--- src/rtl/adda_cfg_pkg.sv ---
// ----------------------------------------------------------------------------
// adda_cfg_pkg
// Shared definitions for the ADC/DAC configuration sequencer:
//   - sequencer state encoding
//   - SPI frame width
//   - cfg_entry(): the fixed register table, {addr[6:0], data[7:0]} per index
// ----------------------------------------------------------------------------
package adda_cfg_pkg;

    localparam int FRAME_W = 16;

    typedef enum logic [2:0] {
        ST_WAIT  = 3'd0,
        ST_WR    = 3'd1,
        ST_GAP   = 3'd2,
        ST_RD    = 3'd3,
        ST_DONE  = 3'd4,
        ST_ERROR = 3'd5
    } cfg_state_t;

    // Register table: {addr[6:0], data[7:0]} for each table index.
    function automatic logic [14:0] cfg_entry(input logic [2:0] idx);
        logic [14:0] entry;
        case (idx)
            3'd0:    entry = {7'h00, 8'h80};
            3'd1:    entry = {7'h01, 8'h03};
            3'd2:    entry = {7'h02, 8'h00};
            3'd3:    entry = {7'h08, 8'h1F};
            3'd4:    entry = {7'h09, 8'h1F};
            3'd5:    entry = {7'h14, 8'h41};
            3'd6:    entry = {7'h15, 8'h00};
            3'd7:    entry = {7'h3F, 8'h01};
            default: entry = {7'h00, 8'h00};
        endcase
        return entry;
    endfunction

endpackage

--- src/rtl/adda_cfg_seq_spi_frame_xfer.sv ---
// ----------------------------------------------------------------------------
// spi_frame_xfer
// One 16-bit SPI mode-0 frame per start pulse. The frame is 34 phases of
// CLK_DIV clocks each: a setup phase (CSN low, SCLK low, bit15 on MOSI),
// 32 alternating SCLK high/low phases (16 rising edges), and a hold phase
// before CSN rises, so CSN is low for exactly 34*CLK_DIV clocks.
// MOSI advances on every SCLK fall; MISO is shifted in on rising edges 9..16.
// Ports:
//   clock, reset     system clock, async active-low reset
//   start            1-cycle request, ignored while a frame is in progress
//   tx_word[15:0]    frame to send, MSB first
//   spi_csn/sclk/mosi registered SPI outputs
//   spi_miso         serial input
//   rx_byte[7:0]     byte captured during the last frame
//   done             1-cycle pulse in the cycle after CSN rises
// ----------------------------------------------------------------------------
module spi_frame_xfer
    import adda_cfg_pkg::*;
#(
    parameter int CLK_DIV = 4
) (
    input  logic               clock,
    input  logic               reset,
    input  logic               start,
    input  logic [FRAME_W-1:0] tx_word,
    output logic               spi_csn,
    output logic               spi_sclk,
    output logic               spi_mosi,
    input  logic               spi_miso,
    output logic [7:0]         rx_byte,
    output logic               done
);

    localparam int DIV_W = $clog2(CLK_DIV);

    logic               active_r;
    logic [5:0]         phase_r;
    logic [DIV_W-1:0]   div_r;
    logic [FRAME_W-1:0] shift_r;
    logic [7:0]         rx_r;
    logic               csn_r;
    logic               sclk_r;
    logic               mosi_r;
    logic               done_r;

    // Frame engine: phase/divider counters and all registered SPI outputs.
    always_ff @(posedge clock or negedge reset) begin
        if (!reset) begin
            active_r <= 1'b0;
            phase_r  <= 6'd0;
            div_r    <= {DIV_W{1'b0}};
            shift_r  <= {FRAME_W{1'b0}};
            rx_r     <= 8'h00;
            csn_r    <= 1'b1;
            sclk_r   <= 1'b0;
            mosi_r   <= 1'b0;
            done_r   <= 1'b0;
        end else begin
            done_r <= 1'b0;
            if (!active_r) begin
                if (start) begin
                    active_r <= 1'b1;
                    csn_r    <= 1'b0;
                    sclk_r   <= 1'b0;
                    mosi_r   <= tx_word[FRAME_W-1];
                    shift_r  <= {tx_word[FRAME_W-2:0], 1'b0};
                    phase_r  <= 6'd0;
                    div_r    <= {DIV_W{1'b0}};
                end else begin
                    active_r <= 1'b0;
                end
            end else if (div_r != DIV_W'(CLK_DIV - 1)) begin
                div_r <= div_r + DIV_W'(1);
            end else begin
                div_r <= {DIV_W{1'b0}};
                if (phase_r == 6'd33) begin
                    // End of hold phase: release the slave.
                    active_r <= 1'b0;
                    csn_r    <= 1'b1;
                    mosi_r   <= 1'b0;
                    phase_r  <= 6'd0;
                    done_r   <= 1'b1;
                end else begin
                    phase_r <= phase_r + 6'd1;
                    if ((phase_r[0] == 1'b0) && (phase_r < 6'd32)) begin
                        // Entering an odd phase: rising edge number phase_r/2+1.
                        sclk_r <= 1'b1;
                        if (phase_r >= 6'd16) begin
                            rx_r <= {rx_r[6:0], spi_miso};
                        end else begin
                            rx_r <= rx_r;
                        end
                    end else if (phase_r[0] == 1'b1) begin
                        // Entering an even phase: falling edge, next bit out.
                        sclk_r  <= 1'b0;
                        mosi_r  <= shift_r[FRAME_W-1];
                        shift_r <= {shift_r[FRAME_W-2:0], 1'b0};
                    end else begin
                        // Phase 32 -> 33 is the CSN hold time; nothing moves.
                        sclk_r <= 1'b0;
                    end
                end
            end
        end
    end

    assign spi_csn  = csn_r;
    assign spi_sclk = sclk_r;
    assign spi_mosi = mosi_r;
    assign rx_byte  = rx_r;
    assign done     = done_r;

endmodule

--- src/rtl/adda_cfg_seq.sv ---
// ----------------------------------------------------------------------------
// adda_cfg_seq
// Post-reset configuration sequencer for the ADC/DAC front end. After a
// settle delay it writes every entry of the register table over SPI, then
// reads each entry back and compares. Ends in DONE (cfg_done) or ERROR
// (cfg_err with the first failing index and the byte read back).
// Ports:
//   clock, reset      system clock, async active-low reset
//   restart           1-cycle pulse, reruns the sequence from DONE/ERROR
//   spi_csn/sclk/mosi SPI master outputs (mode 0, MSB first)
//   spi_miso          SPI input
//   busy              high until DONE or ERROR
//   cfg_done          all entries written and verified
//   cfg_err           readback mismatch
//   err_index/data    index and byte of the first mismatch
// ----------------------------------------------------------------------------
module adda_cfg_seq
    import adda_cfg_pkg::*;
#(
    parameter int CLK_DIV   = 4,
    parameter int N_REGS    = 8,
    parameter int START_DLY = 1000,
    parameter int GAP_CLKS  = 8
) (
    input  logic       clock,
    input  logic       reset,
    input  logic       restart,
    output logic       spi_csn,
    output logic       spi_sclk,
    output logic       spi_mosi,
    input  logic       spi_miso,
    output logic       busy,
    output logic       cfg_done,
    output logic       cfg_err,
    output logic [2:0] err_index,
    output logic [7:0] err_data
);

    localparam int CNT_W = 16;

    cfg_state_t         state_r, state_s;
    logic [2:0]         idx_r, idx_s;
    logic               rd_phase_r, rd_phase_s;
    logic [CNT_W-1:0]   cnt_r, cnt_s;
    logic               busy_r, busy_s;
    logic               done_r, done_s;
    logic               err_r, err_s;
    logic [2:0]         err_index_r, err_index_s;
    logic [7:0]         err_data_r, err_data_s;
    logic               start_s;
    logic [14:0]        cur_entry_s;
    logic [14:0]        next_entry_s;
    logic [FRAME_W-1:0] tx_word_s;
    logic               xfer_done_s;
    logic [7:0]         rx_byte_s;

    spi_frame_xfer #(
        .CLK_DIV (CLK_DIV)
    ) u_xfer (
        .clock    (clock),
        .reset    (reset),
        .start    (start_s),
        .tx_word  (tx_word_s),
        .spi_csn  (spi_csn),
        .spi_sclk (spi_sclk),
        .spi_mosi (spi_mosi),
        .spi_miso (spi_miso),
        .rx_byte  (rx_byte_s),
        .done     (xfer_done_s)
    );

    // Sequencer next-state, frame launch and next values of the status outputs.
    always_comb begin
        state_s     = state_r;
        idx_s       = idx_r;
        rd_phase_s  = rd_phase_r;
        cnt_s       = cnt_r;
        busy_s      = busy_r;
        done_s      = done_r;
        err_s       = err_r;
        err_index_s = err_index_r;
        err_data_s  = err_data_r;
        start_s     = 1'b0;
        cur_entry_s = cfg_entry(idx_r);

        case (state_r)
            ST_WAIT: begin
                if (cnt_r == CNT_W'(START_DLY - 1)) begin
                    start_s    = 1'b1;
                    state_s    = ST_WR;
                    idx_s      = 3'd0;
                    rd_phase_s = 1'b0;
                    cnt_s      = {CNT_W{1'b0}};
                end else begin
                    cnt_s = cnt_r + CNT_W'(1);
                end
            end
            ST_GAP: begin
                // The GAP state is entered one clock after CSN rises, so the
                // launch comes GAP_CLKS-2 counts later to give GAP_CLKS high clocks.
                if (cnt_r == CNT_W'(GAP_CLKS - 2)) begin
                    start_s = 1'b1;
                    state_s = rd_phase_r ? ST_RD : ST_WR;
                    cnt_s   = {CNT_W{1'b0}};
                end else begin
                    cnt_s = cnt_r + CNT_W'(1);
                end
            end
            ST_WR: begin
                if (xfer_done_s) begin
                    state_s = ST_GAP;
                    cnt_s   = {CNT_W{1'b0}};
                    if (idx_r == 3'(N_REGS - 1)) begin
                        idx_s      = 3'd0;
                        rd_phase_s = 1'b1;
                    end else begin
                        idx_s = idx_r + 3'd1;
                    end
                end else begin
                    state_s = ST_WR;
                end
            end
            ST_RD: begin
                if (xfer_done_s) begin
                    // Only the data half is really compared; the address half
                    // is substituted from the table so both sides share it.
                    if ({cur_entry_s[14:8], rx_byte_s} != cur_entry_s) begin
                        state_s     = ST_ERROR;
                        busy_s      = 1'b0;
                        err_s       = 1'b1;
                        err_index_s = idx_r;
                        err_data_s  = rx_byte_s;
                    end else if (idx_r == 3'(N_REGS - 1)) begin
                        state_s = ST_DONE;
                        busy_s  = 1'b0;
                        done_s  = 1'b1;
                    end else begin
                        state_s = ST_GAP;
                        idx_s   = idx_r + 3'd1;
                        cnt_s   = {CNT_W{1'b0}};
                    end
                end else begin
                    state_s = ST_RD;
                end
            end
            ST_DONE, ST_ERROR: begin
                if (restart) begin
                    state_s     = ST_WAIT;
                    cnt_s       = {CNT_W{1'b0}};
                    idx_s       = 3'd0;
                    rd_phase_s  = 1'b0;
                    busy_s      = 1'b1;
                    done_s      = 1'b0;
                    err_s       = 1'b0;
                    err_index_s = 3'd0;
                    err_data_s  = 8'h00;
                end else begin
                    state_s = state_r;
                end
            end
            default: begin
                state_s = ST_WAIT;
                cnt_s   = {CNT_W{1'b0}};
            end
        endcase

        // Frame word for the launch happening this cycle (uses next index).
        next_entry_s = cfg_entry(idx_s);
        tx_word_s    = {rd_phase_s, next_entry_s[14:8], rd_phase_s ? 8'h00 : next_entry_s[7:0]};
    end

    // Sequencer state and registered status outputs.
    always_ff @(posedge clock or negedge reset) begin
        if (!reset) begin
            state_r     <= ST_WAIT;
            idx_r       <= 3'd0;
            rd_phase_r  <= 1'b0;
            cnt_r       <= {CNT_W{1'b0}};
            busy_r      <= 1'b1;
            done_r      <= 1'b0;
            err_r       <= 1'b0;
            err_index_r <= 3'd0;
            err_data_r  <= 8'h00;
        end else begin
            state_r     <= state_s;
            idx_r       <= idx_s;
            rd_phase_r  <= rd_phase_s;
            cnt_r       <= cnt_s;
            busy_r      <= busy_s;
            done_r      <= done_s;
            err_r       <= err_s;
            err_index_r <= err_index_s;
            err_data_r  <= err_data_s;
        end
    end

    assign busy      = busy_r;
    assign cfg_done  = done_r;
    assign cfg_err   = err_r;
    assign err_index = err_index_r;
    assign err_data  = err_data_r;

endmodule

--- config.mk ---
export PLATFORM = sky130hd
export DESIGN_NAME = adda_cfg_seq
export DESIGN_NICKNAME = d
export VERILOG_FILES = /design/src/rtl/adda_cfg_pkg.sv /design/src/rtl/adda_cfg_seq_spi_frame_xfer.sv /design/src/rtl/adda_cfg_seq.sv
export SDC_FILE = /design/constraint.sdc
export NUM_CORES = 1
export LEC_CHECK = 0
export ABC_CLOCK_PERIOD_IN_PS = 5000
export BUFFER_PORTS_ARGS = -buffer_cell sky130_fd_sc_hd__buf_2
export CAP_MARGIN = 40
export CORE_MARGIN = 1.5
export CORE_UTILIZATION = 50
export DETAILED_ROUTE_END_ITERATION = 6
export HOLD_SLACK_MARGIN = 0.06
export PLACE_DENSITY = 0.67
export SETUP_SLACK_MARGIN = 0.15
export SLEW_MARGIN = 20
export SYNTH_ARGS = -nofsm -noshare
export SYNTH_HDL_FRONTEND = slang
export SYNTH_SLANG_ARGS = --single-unit
--- constraint.sdc ---
create_clock -name clock -period 5 [get_ports clock]
set_clock_uncertainty 0.1 [all_clocks]
set_input_delay 1 -clock clock [delete_from_list [all_inputs] [get_ports clock]]
set_output_delay 1 -clock clock [all_outputs]
set_load 0.02 [all_outputs]
==> metrics.md, run 1 <==
| Metric | Value |
|---|---|
| Ys Warns | `0` |
| Tcrit/Tclk final | `66.68%` |
| Cell variety after synth | `55` |
| Max_cap viols | `0` |
| Share of layout cells above drive strength 1 | `13.35%` |
| Switch share | `27.07%` |
| Met3 Use GR | `4.926%` |
| CP Launch Type | `flip-flop` |
| CTS H-tree lvls | `3` |
| DP Cell Count | `543` |
| Final setup vio count | `0` |
| GRT Util Overall | `22.65%` |
| DIE AREA | `8605 um2` |
| Row cnt | `32` |
| Xor/xnor cell area share of the yosys netlist | `1.739%` |
| Proportion of synthesized area in mux cells | `5.901%` |
| Post-synthesis net count | `459` |
| Initial drt markers | `196` |
| Cts hold-fix bufs | `0` |
| RSZ-0062 raised after global routing | `false` |
| CP arrival | `3440 ps` |
| Synth cell count leaders | `71 x dfrtp_1, 59 x nand2_1, 50 x o21ai_0` |
| Hold Path Depth | `2` |
| Largest family of logic cells by synthesized area | `simple AND/OR/NAND/NOR gates` |
| Setup TNS | `0 ps` |
| Critical path class | `flip-flop to flip-flop` |
| Seq pwr share | `50.8%` |
| Sequential area share after synthesis | `45.40%` |
| Hpwl dp | `6.219 mm` |
| # Post-CTS Setup Buffers | `0` |
| Worst skew pair latency | `350 ps` |
| Synth top area share | `44.10%` |
| Worst Path Required | `5110 ps` |
| Synth Flop Type | `dfrtp_1` |
| # nets final | `475` |
| Top area cells in the synthesized netlist | `dfrtp_1 44%, o21ai_0 6.2%, ha_1 5.9%, nand2_1 5.5%, nor2_1 3.3%` |
| Synthesized flop and latch total | `73` |
| Worst vdd ir | `226.1 uV` |
| Initial antenna violation count | `0` |
| Outcome | `completed` |
| Gates resized, CTS repair | `0` |
| Syn Area/Cell | `9.241 um2` |
| DR WL/cell | `15.92 um` |
| Met1 usage | `28.71%` |
| Hold Crit Class | `flip-flop to flip-flop` |
| Clock network fraction of total power | `38.0%` |
| Simple logic cell fraction of the synthesized area | `20.22%` |
| Largest net degree at the start of global routing | `36` |
| CTS Buf Count | `9` |
| Fmax achieved | `0.2999 GHz` |
| ANT cells | `0` |
| FFs w/ async S/R, synth | `100.0%` |
| Worst r2r src | `idx_r[0]` |
| GR peak layer | `met2` |
| Clock sink count | `73` |
| I/O Pins | `21` |
| Root Driver | `clkbuf_8` |
| Top-count cell post-synth | `dfrtp_1` |
| Die Wd | `92.77 um` |
| Post-route ant nets | `0` |
| Reg2reg setup slack | `1670 ps` |
| CTS tree | `done` |
| Count of final hold-check violations | `0` |
| LEAKAGE | `2.008 nW` |
| Hold EP | `busy` |
| Clock transition at path regs | `80 ps` |
| Synth Area in Compound Gates | `17.48%` |
| Area grow syn2layout | `10.65%` |
| Routed WL | `8.899 mm` |
| Reg-to-reg endpoint | `u_xfer.shift_r[3]` |
| Via count | `3268` |
| Post-synthesis adder-cell area fraction | `5.901%` |
| Post-synth EDFFs | `0` |
| Grt total ovfl | `0` |
| CORE AREA | `7767 um2` |
| First-pass DRT Iterations | `4` |
| Netlist Area Pre-Place | `4029 um2` |
| Slew Limit Fails | `0` |
| Clk buf depth | `2` |
| Syn Inst Count | `436` |
| Power density over the cells | `306.1 nW/um2` |
| Switching power of the nets | `0.3694 mW` |
| First-pass GRT wire length | `15.37 mm` |
| Initial core utilization | `51.87%` |
| GR Layer Usage met2 | `37.53%` |
| HP Start | `busy` |
| Tmin final | `3334 ps` |
| Routability cong. | `0.8159` |
| Power Internal | `0.9951 mW` |
| Vias in the first global route | `3237` |
| Rel. slew slack | `54.96%` |
| Worst-path maximum fanout | `10` |
| Element type at the critical path end | `flip-flop` |
| Worst slew pin tran | `673.7 ps` |
| Largest area contributor in the netlist | `dfrtp_1` |
| R2R depth | `12` |
| IO buf count | `20` |
| Comb power frac | `11.2%` |
| Non-Filler Instances | `559` |
| Die H | `92.77 um` |
| Vias/cell | `5.846` |
| DRC Markers | `0` |
## cell usage in the layout, fill, tap and decap left out, types with 4 or more instances in the layout
master,netlist,routed
a21oi_1,11,11
a31oi_1,7,7
and2_1,7,7
and3_1,7,7
buf_2,0,21
buf_4,0,5
clkbuf_8,0,10
dfrtp_1,71,71
ha_1,19,19
inv_1,13,13
mux2_2,11,11
mux2i_1,10,10
nand2_1,59,59
nand3_1,19,19
nand4_1,6,6
nor2_1,35,35
nor3_1,9,9
nor4_1,4,4
o21ai_0,50,50
o221ai_1,5,5
o31ai_1,11,11
xor2_1,6,6
## final cells by class
type / instances / area [um2]
Multi-Input combinational cell: 327 / 2064
Fill cell: 712 / 3309
Clock inverter: 4 / 76.32
Sequential cell: 73 / 1829
Tap cell: 102 / 127.6
Timing Repair Buffer: 27 / 162.7
Inverter: 14 / 52.55
Clock buffer: 12 / 145.1
## how the worst max path moves through the flow
stage	startpoint	cells after the start	slack (ps)	end
after CTS	idx_r[0]	12	1670	u_xfer.shift_r[3]
after global placement	idx_r[0]	12	1820	u_xfer.shift_r[4]
final	idx_r[0]	12	1670	u_xfer.shift_r[3]
after floorplan	idx_r[0]	11	1440	u_xfer.shift_r[11]
after global routing	idx_r[0]	12	1380	u_xfer.shift_r[3]
after detailed placement	idx_r[0]	12	1710	u_xfer.shift_r[5]
## per-layer routing
layer  routed length (um)  vias to the layer above  part of all wire [%]
li1                     -                     1605                     -
met1                 4035                     1590                    45
met2                 4423                       59                    50
met3                  276                       14                   3.1
met4                  163                        0                   1.8
met5                    0                        -                     0
## worst max-delay path, stage by stage, from the launching register on
cell and delay (ps):
dfrtp_1 540, inv_1 150, ha_1 280, xor2_1 180, o32ai_1 290, o221ai_2 250
o31a_1 290, o21ai_0 140, and2_1 250, inv_1 120, ha_1 230, mux2i_2 230
o221ai_1 140
## power by group through the flow
stage	sequential, mW	combinational, mW	clock (mW)
floorplan	0.698	0.0984	0
global placement	0.701	0.147	0
detailed placement	0.702	0.155	0
CTS	0.692	0.155	0.534
global route	0.703	0.179	0.561
finish	0.693	0.153	0.519
## state kept, by name, summed over array words and instances, names as in the netlist
name             count
idx_r                3
rd_phase_r           1
u_xfer.spi_mosi      1
u_xfer.spi_csn       1
cfg_err              1
u_xfer.shift_r      15
u_xfer.rx_byte       8
u_xfer.active_r      1
cnt_r               16
err_index            3
u_xfer.div_r         2
state_r              3
u_xfer.done          1
u_xfer.spi_sclk      1
err_data             8
u_xfer.phase_r       6
cfg_done             1
busy                 1
## per-stage QoR
stage | util [%] | power, mW | area, um2 | setup WS, ps | hold slack, ps
final | 57.39 | 1.364 | 4458 | 1666 | 357.9
after global routing | 57.39 | 1.443 | 4458 | 1382 | 402.2
after CTS | 57.39 | 1.382 | 4458 | 1671 | 364.5
after detailed placement | 54.54 | 0.8575 | 4237 | 1708 | 351.2
after global placement | 54.22 | 0.8478 | 4212 | 1818 | 349.2
after floorplan | - | 0.7968 | 4029 | 1437 | 352.3
## kinds of logic after synthesis
family / Yosys count
and+or+nand+nor: 169
adders and majority gates: 19
DFF: 73
muxes: 22
buffers and inverters: 36
xor gates and xnor gates: 8
AOI/OAI and AO/OA: 109
Power figures use the tool's default switching activity.
==> run 2: changes to the inputs <==
--- a/config.mk
+++ b/config.mk
@@ -5,14 +5,14 @@
 export SDC_FILE = /design/constraint.sdc
 export NUM_CORES = 1
 export LEC_CHECK = 0
-export ABC_CLOCK_PERIOD_IN_PS = 5000
+export ABC_CLOCK_PERIOD_IN_PS = 3000
 export BUFFER_PORTS_ARGS = -buffer_cell sky130_fd_sc_hd__buf_2
 export CAP_MARGIN = 40
 export CORE_MARGIN = 1.5
 export CORE_UTILIZATION = 50
 export DETAILED_ROUTE_END_ITERATION = 6
 export HOLD_SLACK_MARGIN = 0.06
-export PLACE_DENSITY = 0.67
+export PLACE_DENSITY = 0.7
 export SETUP_SLACK_MARGIN = 0.15
 export SLEW_MARGIN = 20
 export SYNTH_ARGS = -nofsm -noshare
==> constraint.sdc (replaced) <==
create_clock -name clock -period 3 [get_ports clock]
set_clock_uncertainty 0.1 [all_clocks]
set_input_delay 0.6 -clock clock [delete_from_list [all_inputs] [get_ports clock]]
set_output_delay 0.6 -clock clock [all_outputs]
set_load 0.02 [all_outputs]
==> metrics.md, run 2 (synthesized netlist as in run 1, its figures left out) <==
| Metric | Value |
|---|---|
| Outcome | `completed` |
| Reg-to-reg endpoint | `u_xfer.shift_r[9]` |
| Die Wd | `92.77 um` |
| Initial core utilization | `51.87%` |
| Hpwl dp | `6.307 mm` |
| Comb power frac | `16.2%` |
| GRT Util Overall | `22.83%` |
| Routed WL | `9.430 mm` |
| DP Cell Count | `564` |
| Cts hold-fix bufs | `0` |
| Setup TNS | `0 ps` |
| Rel. slew slack | `59.08%` |
| Power Internal | `1.519 mW` |
| Row cnt | `32` |
| Switch share | `30.19%` |
| Power density over the cells | `444.5 nW/um2` |
| Fmax achieved | `0.3409 GHz` |
| Largest Register | `cnt_r` |
| Root Driver | `clkbuf_8` |
| Via count | `3481` |
| Largest regs | `cnt_r (16), u_xfer.shift_r (15)` |
| Count of final hold-check violations | `0` |
| Clock sink count | `73` |
| Clock transition at path regs | `80 ps` |
| Area grow syn2layout | `21.49%` |
| RSZ-0062 raised after global routing | `true` |
| DIE AREA | `8605 um2` |
| Routability cong. | `0.8233` |
| Reg2reg setup slack | `70 ps` |
| Share of layout cells above drive strength 1 | `26.68%` |
| Worst slew pin tran | `607.4 ps` |
| DR WL/cell | `15.90 um` |
| CTS H-tree lvls | `3` |
| Clock network fraction of total power | `30.9%` |
| Worst Path Required | `3120 ps` |
| First-pass DRT Iterations | `5` |
| Final setup vio count | `0` |
| Non-Filler Instances | `593` |
| Worst vdd ir | `297.8 uV` |
| Grt total ovfl | `0` |
| CP Launch Type | `flip-flop` |
| ANT cells | `0` |
| Slew Limit Fails | `0` |
| CP arrival | `3060 ps` |
| Most frequent cells in the layout | `70 x dfrtp_1, 59 x nand2_1, 40 x o21ai_0` |
| DRC Markers | `0` |
| Clk buf depth | `2` |
| R2R depth | `13` |
| CTS Buf Count | `9` |
| Initial antenna violation count | `0` |
| Commonest non-fill, non-tap cell in the layout | `dfrtp_1` |
| Worst skew pair latency | `340 ps` |
| Tmin final | `2933 ps` |
| Crit. Startpoint | `idx_r[0]` |
| # nets final | `509` |
| Critical path class | `flip-flop to flip-flop` |
| Max reg flops | `16` |
| CORE AREA | `7767 um2` |
| CTS tree | `done` |
| Tcrit/Tclk final | `97.78%` |
| Hold Slack | `159.4 ps` |
| LEAKAGE | `2.172 nW` |
| Switching power of the nets | `0.6568 mW` |
| Worst r2r src | `idx_r[0]` |
| Vias/cell | `5.870` |
| Die H | `92.77 um` |
| Seq pwr share | `52.9%` |
| IO buf count | `20` |
| I/O Pins | `21` |
| Largest net degree at the start of global routing | `35` |
| Max_cap viols | `0` |
| Vias in the first global route | `3291` |
| Post-route ant nets | `0` |
| Element type at the critical path end | `flip-flop` |
| Hold Crit Class | `input pin to asynchronous set/reset pin` |
| First-pass GRT wire length | `15.60 mm` |
| Initial drt markers | `199` |
| Worst-path maximum fanout | `7` |
[run 2: cell count changes in the layout (fill, tap and decap cells not counted), sizes merged]
cell / previous run / this run
clkbuf: 12 / 9
bufinv: 2 / 0
clkinv: 1 / 5
buf: 27 / 61
inv: 14 / 15
[run 2: power by group through the flow]
stage	Combinational (mW)	Sequential, mW	Clock (mW)
2_1_floorplan	0.180	1.16	0
6_report	0.353	1.15	0.673
5_1_grt	0.392	1.17	0.747
4_1_cts	0.320	1.15	0.699
3_5_place_dp	0.299	1.16	0
3_3_place_gp	0.288	1.16	0
[run 2: worst max path at each step]
stage                               to  slack, ps
global route        u_xfer.shift_r[12]        -50
detailed placement   u_xfer.shift_r[3]        -30
floorplan            u_xfer.shift_r[3]        150
finish               u_xfer.shift_r[9]         70
global placement     u_xfer.shift_r[4]         80
CTS                 u_xfer.shift_r[11]        120
[run 2: timing repair]
item | CTS | global route
pin swaps | 7 | 18
resized for setup | 9 | 40
endpoints found under the setup margin | 11 | 20
setup buffers | 9 | 4
[run 2: per-layer routing]
| metal | GRT usage [%] | vias to the layer above | routed length [um] |
|---|---|---|---|
| li1 | - | 1672 | - |
| met1 | 29.18 | 1698 | 4201 |
| met2 | 38.26 | 93 | 4668 |
| met3 | 4.516 | 18 | 350 |
| met4 | 8.207 | 0 | 210 |
| met5 | 0 | - | 0 |
[run 2: stage by stage]
stage | util (%) | worst slack, ps | total power, mW | area, um2
finish | 63.02 | 66.57 | 2.176 | 4895
global route | 63.02 | -53.41 | 2.306 | 4895
CTS | 60.53 | 121.4 | 2.165 | 4702
detailed placement | 57.10 | -28.11 | 1.463 | 4436
global placement | 57.04 | 76.14 | 1.447 | 4431
floorplan | - | 154.7 | 1.344 | 4093
[run 2: critical path, cell delays in order, from the launching register on]
cell and delay [ps]:
dfrtp_2 480, inv_4 70, ha_4 180, xor2_1 160, o32ai_2 360, o221ai_4 190
o31a_1 330, o21ai_1 160, and2_4 200, buf_4 120, ha_1 150, inv_1 50
mux2i_2 170, a221oi_2 90
[run 2: final cells by class]
| cell class | instances | area (um2) |
|---|---|---|
| Tap cell | 102 | 127.6 |
| Inverter | 14 | 60.06 |
| Sequential cell | 73 | 1831 |
| Multi-Input combinational cell | 327 | 2295 |
| Clock buffer | 9 | 123.9 |
| Fill cell | 627 | 2873 |
| Timing Repair Buffer | 61 | 412.9 |
| Clock inverter | 7 | 45.04 |
